`src/rtl/bcd_clock_pkg.sv`:
```
// Shared types and digit/hour limits for the BCD time-of-day counter.
package bcd_clock_pkg;

    typedef logic [3:0] bcd_digit_t;

    localparam bcd_digit_t LS_MAX   = 4'd9;
    localparam bcd_digit_t MS_MAX   = 4'd5;
    localparam logic [7:0] HR24_MAX = 8'd23;
    localparam logic [7:0] HR12_MIN = 8'd1;
    localparam logic [7:0] HR12_MAX = 8'd12;

    // Binary value of a two-digit BCD pair; out-of-range digits still yield a usable magnitude.
    function automatic logic [7:0] bcd_pair_value(input bcd_digit_t ms, input bcd_digit_t ls);
        return ({4'd0, ms} * 8'd10) + {4'd0, ls};
    endfunction

endpackage

```
`src/rtl/bcd_digit.sv`:
```
// Single BCD digit register with load, clear and increment-with-wrap against a runtime limit.
module bcd_digit
    import bcd_clock_pkg::*;
(
    input  logic       clk,
    input  logic       reset,
    input  logic       inc,
    input  logic       clr,
    input  logic       ld,
    input  bcd_digit_t ld_val,
    input  bcd_digit_t max,
    output bcd_digit_t q,
    output logic       wrap
);

    // >= rather than == so an illegal loaded value still carries out on its next increment
    assign wrap = inc && (q >= max);

    always_ff @(posedge clk or posedge reset) begin
        if (reset) begin
            q <= '0;
        end else if (ld) begin
            q <= ld_val;
        end else if (clr) begin
            q <= '0;
        end else if (inc) begin
            q <= wrap ? '0 : q + 4'd1;
        end
    end

endmodule

```
`src/rtl/bcd_clock_counter.sv`:
```
// Loadable BCD time-of-day counter, 24h or 12h (AM/PM), with day rollover and load validation.
// Seconds digits and ports exist only when BCD_CLOCK_SECONDS_EN is defined.
module bcd_clock_counter
    import bcd_clock_pkg::*;
#(
    parameter int H12_MODE   = 0,
    parameter int LOAD_CHECK = 1
) (
    input  logic       clk,
    input  logic       reset,
    input  logic       tick,
    input  logic       load,
    input  bcd_digit_t new_ms_hr,
    input  bcd_digit_t new_ls_hr,
    input  bcd_digit_t new_ms_min,
    input  bcd_digit_t new_ls_min,
`ifdef BCD_CLOCK_SECONDS_EN
    input  bcd_digit_t new_ms_sec,
    input  bcd_digit_t new_ls_sec,
`endif
    input  logic       new_pm,
    output bcd_digit_t ms_hr,
    output bcd_digit_t ls_hr,
    output bcd_digit_t ms_min,
    output bcd_digit_t ls_min,
`ifdef BCD_CLOCK_SECONDS_EN
    output bcd_digit_t ms_sec,
    output bcd_digit_t ls_sec,
`endif
    output logic       pm,
    output logic       day_pulse,
    output logic       load_err
);

    localparam bit         IS_H12    = (H12_MODE != 0);
    localparam bcd_digit_t RST_MS_HR = IS_H12 ? 4'd1 : 4'd0;
    localparam bcd_digit_t RST_LS_HR = IS_H12 ? 4'd2 : 4'd0;

    logic       adv;
    logic       digits_ok;
    logic       hr_ok;
    logic       load_ok;
    logic       min_adv;
    logic       ls_min_wrap;
    logic       hr_adv;
    logic [7:0] new_hr_val;
    logic [7:0] hr_val;

    // A load always wins; a tick arriving with any load (accepted or rejected) is dropped.
    assign adv        = tick & ~load;
    assign new_hr_val = bcd_pair_value(new_ms_hr, new_ls_hr);
    assign hr_val     = bcd_pair_value(ms_hr, ls_hr);

    always_comb begin
        digits_ok = (new_ls_hr <= LS_MAX) && (new_ls_min <= LS_MAX) && (new_ms_min <= MS_MAX);
`ifdef BCD_CLOCK_SECONDS_EN
        digits_ok = digits_ok && (new_ls_sec <= LS_MAX) && (new_ms_sec <= MS_MAX);
`endif
        if (IS_H12) begin
            hr_ok = (new_hr_val >= HR12_MIN) && (new_hr_val <= HR12_MAX);
        end else begin
            hr_ok = (new_hr_val <= HR24_MAX);
        end
    end

    assign load_ok = load && ((LOAD_CHECK == 0) || (digits_ok && hr_ok));

`ifdef BCD_CLOCK_SECONDS_EN
    logic ls_sec_wrap;

    bcd_digit u_ls_sec (
        .clk(clk), .reset(reset), .inc(adv), .clr(1'b0), .ld(load_ok),
        .ld_val(new_ls_sec), .max(LS_MAX), .q(ls_sec), .wrap(ls_sec_wrap)
    );

    bcd_digit u_ms_sec (
        .clk(clk), .reset(reset), .inc(ls_sec_wrap), .clr(1'b0), .ld(load_ok),
        .ld_val(new_ms_sec), .max(MS_MAX), .q(ms_sec), .wrap(min_adv)
    );
`else
    assign min_adv = adv;
`endif

    bcd_digit u_ls_min (
        .clk(clk), .reset(reset), .inc(min_adv), .clr(1'b0), .ld(load_ok),
        .ld_val(new_ls_min), .max(LS_MAX), .q(ls_min), .wrap(ls_min_wrap)
    );

    bcd_digit u_ms_min (
        .clk(clk), .reset(reset), .inc(ls_min_wrap), .clr(1'b0), .ld(load_ok),
        .ld_val(new_ms_min), .max(MS_MAX), .q(ms_min), .wrap(hr_adv)
    );

    // Hour pair kept here: its limits depend on the 12/24 mode and it owns pm and day_pulse.
    always_ff @(posedge clk or posedge reset) begin
        if (reset) begin
            ms_hr     <= RST_MS_HR;
            ls_hr     <= RST_LS_HR;
            pm        <= 1'b0;
            day_pulse <= 1'b0;
            load_err  <= 1'b0;
        end else begin
            day_pulse <= 1'b0;
            load_err  <= load & ~load_ok;
            if (load_ok) begin
                ms_hr <= new_ms_hr;
                ls_hr <= new_ls_hr;
                pm    <= IS_H12 & new_pm;
            end else if (hr_adv) begin
                if (!IS_H12) begin
                    if (hr_val >= HR24_MAX) begin
                        ms_hr     <= 4'd0;
                        ls_hr     <= 4'd0;
                        day_pulse <= 1'b1;
                    end else if (ls_hr >= LS_MAX) begin
                        ms_hr <= ms_hr + 4'd1;
                        ls_hr <= 4'd0;
                    end else begin
                        ls_hr <= ls_hr + 4'd1;
                    end
                end else begin
                    if (hr_val >= HR12_MAX) begin
                        ms_hr <= 4'd0;
                        ls_hr <= bcd_digit_t'(HR12_MIN);
                    end else if (hr_val == (HR12_MAX - 8'd1)) begin
                        // 11 -> 12 flips AM/PM; only the PM -> AM flip is a new day
                        ms_hr     <= 4'd1;
                        ls_hr     <= 4'd2;
                        pm        <= ~pm;
                        day_pulse <= pm;
                    end else if (ls_hr >= LS_MAX) begin
                        ms_hr <= ms_hr + 4'd1;
                        ls_hr <= 4'd0;
                    end else begin
                        ls_hr <= ls_hr + 4'd1;
                    end
                end
            end
        end
    end

endmodule
```
`config.mk`:
```
export PLATFORM = sky130hd
export DESIGN_NAME = bcd_clock_counter
export DESIGN_NICKNAME = d
export VERILOG_FILES = /design/src/rtl/bcd_clock_pkg.sv /design/src/rtl/bcd_digit.sv /design/src/rtl/bcd_clock_counter.sv
export SDC_FILE = /design/constraint.sdc
export NUM_CORES = 1
export LEC_CHECK = 0
export CORE_ASPECT_RATIO = 0.75
export CORE_MARGIN = 2
export CORE_UTILIZATION = 51
export DETAILED_ROUTE_END_ITERATION = 8
export GPL_TIMING_DRIVEN = 0
export PLACE_DENSITY = 0.81
export SLEW_MARGIN = 15
export SYNTH_ARGS = -nofsm -noshare
export SYNTH_HDL_FRONTEND = slang
export SYNTH_SLANG_ARGS = --single-unit
```
`constraint.sdc`:
```
create_clock -name clk -period 3.7 [get_ports clk]
set_clock_uncertainty 0.05 [all_clocks]
set_input_delay 0.37 -clock clk [delete_from_list [all_inputs] [get_ports clk]]
set_output_delay 0.37 -clock clk [all_outputs]
set_load 0.005 [all_outputs]
```
## After elaboration in Yosys (flattened, before gate mapping)

Cells that the tools add are included.

| storage, ports and cells | value |
|---|---|
| flip-flop bits (word level) | 18 |
| input port bits | 21 |
| output and inout bits | 19 |
| logic and storage cells | 54 |

| cells by class | value |
|---|---|
| add/subtract/negate cells | 6 |
| multipliers | 2 |
| $lt $le $gt $ge | 8 |
| multiplexer cells | 17 |
| bitwise logic cells | 4 |
| reductions and logical operators | 11 |

Operators by type and width:

| kind | count |
|---|---|
| 4-bit two-way mux | 14 |
| 4-bit by 1-bit adder with 4-bit output (second input constant) | 4 |
| 8-bit by 4-bit adder with 8-bit output | 2 |
| 4-bit by 3-bit multiplier with 7-bit output (second input constant) | 2 |
| 4-bit >= comparator (second input constant) | 2 |
| 8-bit by 5-bit >= comparator with 1-bit output (second input constant) | 1 |
| 4-bit less-or-equal comparator (second input constant) | 2 |
| 8-bit by 5-bit less-or-equal comparator with 1-bit output (second input constant) | 1 |
| 1-bit logical AND | 6 |
| 2-bit nonzero test | 3 |
| 4-bit by 3-bit >= comparator with 1-bit output (second input constant) | 1 |
| 4-bit by 3-bit less-or-equal comparator with 1-bit output (second input constant) | 1 |
| 1-bit two-way mux | 3 |
| 3-bit nonzero test | 1 |
| 1-bit AND | 2 |
| 1-bit NOT | 2 |
| 2-bit AND reduction | 1 |

## Depth between registers and ports, before layout

Gate-level depths: netlist of run 1.

| logic depth | value |
|---|---|
| depth after elaboration | 7 |
| gate-level depth with buffers | 11 |

## Cells and area by module

Synthesis of run 1 repeated with hierarchy kept, for this count alone.

| second synthesis, totals | value |
|---|---|
| cells, all modules | 212 |
| area, all modules | 1,955.6 um^2 |

Modules (own cells, without submodules):

| module | times used | cells each | area each (um^2) | sequential area each (um^2) |
|---|---|---|---|---|
| bcd_clock_counter | 1 | 132 | 1,247.4 | 250.2 |
| bcd_digit | 2 | 40 | 354.1 | 100.1 |

## Worst setup path before layout of run 1

Ideal clock, no wire load.

| timing path | value |
|---|---|
| kind | register to register |
| start | reg ms_hr[1] |
| end | reg ms_hr[1] |
| library setup time | 0.126 ns |
| data arrival time | 2.602 ns |
| data required time | 3.524 ns |
| slack | 0.922 ns |
| cell stages (with the launch flop) | 9 |
| path buffers | 0 |
| path through | dfrtp_1 -> ha_1 -> ha_1 -> fa_1 -> xor2_1 -> or3_1 -> a32oi_2 -> a21oi_1 -> o311a_1 |

| on the way | value |
|---|---|
| longest elaborated chain between the ends | 6 |
| elaborated cells between the ends (all ways) | 10 |
| those cells by class | add/sub (2); mul (1); order compare (1); mux (4); reduce/logical (2) |

RTL lines:

| what | line | text |
|---|---|---|
| start, declared | bcd_clock_counter.sv:22 | `output bcd_digit_t ms_hr,` |
| start signal, assigned | bcd_clock_counter.sv:106 | `ms_hr <= new_ms_hr;` |
| start signal, assigned | bcd_clock_counter.sv:116 | `ms_hr <= ms_hr + 4'd1;` |
| start signal, assigned | bcd_clock_counter.sv:132 | `ms_hr <= ms_hr + 4'd1;` |
| 4-bit by 3-bit multiplier with 7-bit output | bcd_clock_pkg.sv:14 | `return ({4'd0, ms} * 8'd10) + {4'd0, ls};` |
| 8-bit by 4-bit adder with 8-bit output | bcd_clock_pkg.sv:14 |  |
| 8-bit by 5-bit >= comparator with 1-bit output | bcd_clock_counter.sv:111 | `if (hr_val >= HR24_MAX) begin` |
| 4-bit two-way mux | bcd_clock_counter.sv:111 |  |
| 4-bit two-way mux | bcd_clock_counter.sv:109 | `end else if (hr_adv) begin` |
| 4-bit two-way mux | bcd_clock_counter.sv:105 | `if (load_ok) begin` |

Parallel ways exist; a longest one is shown, timed or not. The select of a mux whose other input is x is not followed.
A chain may end at the register's enable or synchronous reset.

## Worst setup path after layout of run 1

| timing path | value |
|---|---|
| start | in new_ms_hr[1] |
| end | reg u_ms_min.q[2] |

| on the way | value |
|---|---|
| longest elaborated chain between the ends | 6 |
| elaborated cells between the ends (all ways) | 7 |
| those cells by class | add/sub (1); mul (1); order compare (1); mux (1); reduce/logical (3) |

RTL lines:

| what | line | text |
|---|---|---|
| start, declared | bcd_clock_counter.sv:13 | `input bcd_digit_t new_ms_hr,` |
| 4-bit by 3-bit multiplier with 7-bit output * | bcd_clock_pkg.sv:14 |  |
| 8-bit by 4-bit adder with 8-bit output * | bcd_clock_pkg.sv:14 |  |
| 8-bit by 5-bit less-or-equal comparator with 1-bit output * | bcd_clock_counter.sv:62 | `hr_ok = (new_hr_val <= HR24_MAX);` |
| 1-bit logical AND * (2 in series) | bcd_clock_counter.sv:66 | `assign load_ok = load && ((LOAD_CHECK == 0) \|\| (digits_ok && hr_ok));` |
| 4-bit two-way mux or 2-bit nonzero test (tied branches) | - |  |
| end signal, assigned | bcd_digit.sv:23 | `q <= ld_val;` |
| end signal, assigned | bcd_digit.sv:27 | `q <= wrap ? '0 : q + 4'd1;` |
| end, declared | bcd_digit.sv:12 | `output bcd_digit_t q,` |

Mark *: on every way between the ends. The rest lies on a longest branch, timed or not.

==> results_dict.tcl, run 1 <==
set metrics [dict create \
    syn_to_final_growth_pct 26.95 \
    setup_viol 0 \
    finalHoldViolCount 0 \
    yosys.area_share.simple_pct 18.09 \
    startpoint_type "input port" \
    rsz0062_at_grt "false" \
    grt_max_degree 19 \
    tns_ns 0 \
    syn_nets 248 \
    synth_ff_type "dfrtp_1" \
    drv_slew 0 \
    crit_type "in -> reg" \
    antenna_cells 0 \
    ant_nets 0 \
    io_pins 40 \
    status "finished clean" \
    drt-initial-drc-count 117 \
    die_w_um 71.92 \
    ys_seq_area_share_pct 25.53 \
    arrival_ns 3.39 \
    cts_buffers 3 \
    overflow 0 \
    async_flop_share_pct 100.0 \
    leakage_nw 1.001 \
    cap_violations 0 \
    totalPowerFinal_mw 1.526 \
    synth.area.top_cells "dfrtp_1 26%, ha_1 17%, fa_1 4.5%" \
    max_slew_margin_pct 25.85 \
    max_freq_ghz 0.3043 \
    synth_compound_area_share_pct 26.17 \
    die_h_um 54.94 \
    power_density_mw_per_mm2 681.4 \
    r2r-start "ms_hr[1]" \
    wl_per_cell_um 15.41 \
    fin_nets 290 \
    clk_pin_slew_worst_paths_ns 0.07 \
    core-area_mm2 0.003288 \
    drive_above_1_share_pct 7.083 \
    num_vias 1663 \
    irDropWorstVdd_mv 0.3764 \
    synth_top_family_by_area "compound AO/OA/AOI/OAI gates" \
    synthMuxAreaShare_pct 0.5674 \
    totalWireLength_mm 4.315 \
    ys_seq_elements 18 \
    root_buffer "clkbuf_8" \
    place_hpwl_mm 3.253 \
    yosysUniqueCellTypes 54 \
    netlist_area_mm2 0.001764 \
    cts-resized-gates 0 \
    antenna_found_initial 0 \
    synth.largest_area_cell "dfrtp_1" \
    tritoncts "yes" \
    initial_core_util_pct 53.65 \
    grt_pass1_wl_mm 6.913 \
    htreeDepth 1 \
    worst_ep_required_time_ns 3.80 \
    ctsHoldBuffers 0 \
    grt_pass1_vias 1487 \
    hp-class "in -> async" \
    synthAdderAreaFrac_pct 21.56 \
    cts.path.max_buffers 2 \
    critical_path.max_fanout 10 \
    timing.final.crit_share_pct 88.83 \
    io_buffers 37 \
    postCtsSetupRepairBufs 0 \
    hold_slack_ns 0.4847 \
    cts_sinks 18 \
    drc_errors 0 \
    firstDrtPassIters 4 \
    num_rows 18 \
    gp_congestion 0.7847 \
    vias_per_cell 5.939 \
    avgSynthCellArea_um2 8.865 \
    clock_latency_ns 0.26 \
    period_minus_slack_ns 3.287 \
    synth_xor_area_share_pct 2.482 \
    tightest_slew_ns 1.095 \
    syn_inst 199 \
    die_area_mm2 0.003951 \
    crit_start "new_ms_hr[1]" \
    yosysTopAreaCellShare_pct 25.53 \
    setup.worst_path.end_class "flop" \
    grtUsageTotal_pct 22.87 \
    synth_edf_count 0 \
    ys_warn_count 0 \
]
[synth_stat cells, drive strengths merged, types with 4 or more instances]
cell / count
inv: 14
o21ai: 6
nand3: 10
a31oi: 7
a21oi: 14
a21o: 7
nand4: 5
nand2: 18
dfrtp: 18
nor2: 16
nor2b: 4
fa: 4
buf: 4
ha: 24
[worst max-delay path, stage by stage]
cell,delay [ns]
clkdlybuf4s50_1,0.51
ha_1,0.33
ha_1,0.17
inv_1,0.06
fa_1,0.39
nor2b_1,0.18
o21ba_1,0.18
a211oi_1,0.41
o2111ai_1,0.22
clkbuf_1,0.32
o21a_1,0.25
[worst paths after layout]
| path | depth (start not counted) | to | slack, ns |
|---|---|---|---|
| max in group asynchronous | 2 | u_ms_min.q[1] | 2.65 |
| worst max register to register | 8 | ms_hr[1] | 0.69 |
| min in group clk | 2 | u_ms_min.q[3] | 0.51 |
| worst min register to register | 2 | u_ms_min.q[3] | 0.51 |
| worst min-delay path | 2 | ls_hr[0] | 0.48 |
| worst max-delay path | 11 | u_ms_min.q[2] | 0.41 |
[state kept, by name, summed over array words and instances (netlist names)]
name / flops
u_ls_min.q: 4
ms_hr: 4
u_ms_min.q: 4
day_pulse: 1
ls_hr: 4
load_err: 1
[placed cells by master (no fill, tap or decap), drive strengths merged, types with 2 or more instances in the layout]
cell type,n
o211ai,2
buf,4
dfrtp,18
nor3,2
nand4,5
a31oi,7
xor2,2
nor2b,4
clkbuf,6
nand3,10
ha,24
o21a,2
inv,14
fa,4
nor2,16
a221oi,2
o21ai,6
o311a,2
a211o,2
a21o,7
a32oi,2
nand2b,3
a41oi,3
o31ai,2
nand2,18
xnor2,3
a21oi,14
clkdlybuf4s50,37
[where the power goes]
group          switching (mW)  internal [mW]
Combinational           0.460          0.489
Clock                  0.0721         0.0947
Sequential              0.141          0.270
[cell type report]
cell class / instances / area (um^2)
repair buffers: 37 / 370.4
flip-flops and latches: 18 / 450.4
plain buffers: 6 / 42.54
well taps: 40 / 50.05
inverters: 14 / 52.55
fillers: 262 / 1049
multi-input cells: 161 / 1219
clock buffers: 4 / 55.05
[cell families after synthesis]
group | count (synthesis)
AO/OA/AOI/OAI | 61
XOR/XNOR | 5
adder cells (fa/ha/maj) | 28
buffers and inverters | 20
flip-flops | 18
multiplexers | 1
other | 1
AND/OR/NAND/NOR | 65
[per-stage QoR]
| step | cell area, um^2 | util, % | worst slack (ns) | cells |
|---|---|---|---|---|
| 2_1_floorplan | 1764 | - | 0.9217 | 199 |
| 3_3_place_gp | 2185 | 66.44 | 0.1901 | 276 |
| 3_5_place_dp | 2185 | 66.44 | 0.1521 | 276 |
| 6_report | 2240 | 68.11 | 0.4134 | 280 |
| 5_1_grt | 2240 | 68.11 | 0.1987 | 280 |
| 4_1_cts | 2240 | 68.11 | 0.4215 | 280 |
[layer usage]
layer | part of all wire, % | track usage [%] | wire [um]
met1 | 51 | 35.66 | 2194
met5 | 0 | 0 | 0
met2 | 43 | 33.18 | 1851
met3 | 5.8 | 4.167 | 249
met4 | 0.44 | 3.774 | 19
(Power assumes the default switching activity.)
==> run 2: changes to the inputs <==
CORE_UTILIZATION = 40   (was 51)
PLACE_DENSITY = 0.66   (was 0.81)
SKIP_CTS_REPAIR_TIMING = 1   (was not set)
==> results_dict.tcl, run 2 (synthesized netlist as in run 1, its figures left out) <==
set metrics [dict create \
    leakage_nw 1.001 \
    final_common_cell "clkdlybuf4s50_1" \
    hold_slack_ns 0.4978 \
    grt_pass1_vias 1449 \
    status "finished clean" \
    irDropWorstVdd_mv 0.2946 \
    setup.worst_path.end_class "flop" \
    wl_per_cell_um 14.58 \
    die_w_um 80.69 \
    crit_top_cell "ha_1" \
    design_area_mm2 0.002258 \
    tritoncts "yes" \
    cts_sinks 18 \
    seq_power_share_pct 26.8 \
    nFillCells 405 \
    htreeDepth 1 \
    drt-initial-drc-count 73 \
    max_slew_margin_pct 26.84 \
    place_area_mm2 0.002203 \
    comb_power_share_pct 62.0 \
    worst_ep_required_time_ns 3.76 \
    arrival_ns 3.36 \
    firstDrtPassIters 6 \
    max_freq_ghz 0.3032 \
    syn_to_final_growth_pct 28.01 \
    vias_per_cell 5.529 \
    critical_path.max_fanout 10 \
    die_area_mm2 0.004963 \
    gp_congestion 0.8249 \
    drc_errors 0 \
    drive_above_1_share_pct 7.083 \
    drv_slew 0 \
    timing.final.crit_share_pct 89.13 \
    num_vias 1631 \
    crit_type "in -> reg" \
    p_sw_share_pct 44.34 \
    cap_violations 0 \
    clockPowerShare_pct 11.2 \
    cts_buffers 3 \
    dp_slack_ns 0.1779 \
    grt_pass1_wl_mm 7.072 \
    num_rows 20 \
    setup_viol 0 \
    slowest_delay_ns 0.51 \
    period_minus_slack_ns 3.298 \
    die_h_um 61.52 \
    path_cells "clkdlybuf4s50_1 -> ha_1 -> ha_1 -> inv_1 -> fa_1 -> nor2b_1 -> a2111oi_0 -> a211oi_1 -> o2111ai_1 -> clkbuf_1 -> a41oi_2" \
    startpoint_type "input port" \
    antenna_cells 0 \
    cts.path.max_buffers 2 \
    internal_power_uw 848.1 \
    io_pins 40 \
    root_buffer "clkbuf_8" \
    layout_common_cells "37 x clkdlybuf4s50_1, 24 x ha_1, 18 x nand2_1, 18 x dfrtp_1, 15 x nor2_1" \
    fin_nets 290 \
    clock_latency_ns 0.26 \
    tightest_slew_ns 1.080 \
    rsz0062_at_grt "false" \
    grtUsageTotal_pct 18.62 \
    clk_pin_slew_worst_paths_ns 0.08 \
    hp-class "in -> async" \
    antenna_found_initial 0 \
    overflow 0 \
    initial_core_util_pct 42.47 \
    tns_ns 0 \
    ant_nets 0 \
    p_sw_uw 675.6 \
    grt_max_degree 19 \
    finish.utilization_pct 54.37 \
    setup_slack_ns 0.4022 \
    totalWireLength_mm 4.302 \
    power_density_mw_per_mm2 674.7 \
    finalHoldViolCount 0 \
    core-area_mm2 0.004154 \
    io_buffers 37 \
    place_hpwl_mm 3.293 \
    crit_path_top_delay_cell "clkdlybuf4s50_1" \
]
==> run 2: cell counts in the layout (fill, tap and decap cells not counted) <==
Identical to the previous run, type by type.
==> run 2: worst paths after layout <==
| path | startpoint | slack, ns | depth (start not counted) | endpoint |
|---|---|---|---|---|
| worst min register to register | u_ms_min.q[3] | 0.51 | 2 | u_ms_min.q[3] |
| worst max register to register | ms_hr[1] | 0.70 | 9 | ms_hr[1] |
| min in group clk | u_ms_min.q[3] | 0.51 | 2 | u_ms_min.q[3] |
| worst min-delay path | reset | 0.50 | 2 | ls_hr[0] |
| worst max-delay path | new_ms_hr[1] | 0.40 | 11 | ms_hr[3] |
| max in group asynchronous | reset | 2.62 | 2 | u_ls_min.q[2] |
==> run 2: power by group through the flow <==
stage / Combinational [mW] / Clock (mW) / Sequential [mW]
after floorplan: 0.637 / 0 / 0.385
after global placement: 0.920 / 0 / 0.412
after detailed placement: 0.934 / 0 / 0.414
after CTS: 0.942 / 0.172 / 0.411
after global routing: 1.07 / 0.181 / 0.426
final: 0.945 / 0.171 / 0.408
==> run 2: area by class of cell <==
cell class                 count  area [um^2]  share of cell area, %
multi-input combinational    161         1219                  53.96
sequential                    18        450.4                  19.94
timing repair buffer          37        370.4                  16.40
tap                           55        68.82                  3.047
clock buffer                   4        55.05                  2.438
inverter                      14        52.55                  2.327
buffer                         6        42.54                  1.884
==> run 2: metrics by stage <==
stage,instances,total power [mW]
5_1_grt,295,1.680
3_5_place_dp,291,1.348
2_1_floorplan,199,1.022
6_report,295,1.524
4_1_cts,295,1.524
3_3_place_gp,291,1.332
==> run 2: metal layers <==
layer	vias up	wire length (um)	global-route usage, %
li1	816	-	-
met1	772	2324	28.12
met2	41	1764	28.69
met3	2	200	3.959
met4	0	12	1.453
met5	-	0	0
==> run 2: worst max-delay path, delay by kind of cell <==
| family | cells | cell delay (ns) |
|---|---|---|
| adder cells (fa/ha/maj) | 3 | 0.88 |
| AO/OA/AOI/OAI | 4 | 0.89 |
| buffers and inverters | 3 | 1.06 |
| AND/OR/NAND/NOR | 1 | 0.17 |
==> run 3: changes to the inputs <==
CORE_UTILIZATION = 51   (was 40)
PLACE_DENSITY = 0.81   (was 0.66)
==> results of run 3 <==
Same layout as run 1: the final DEF is identical, and so are final timing and power.
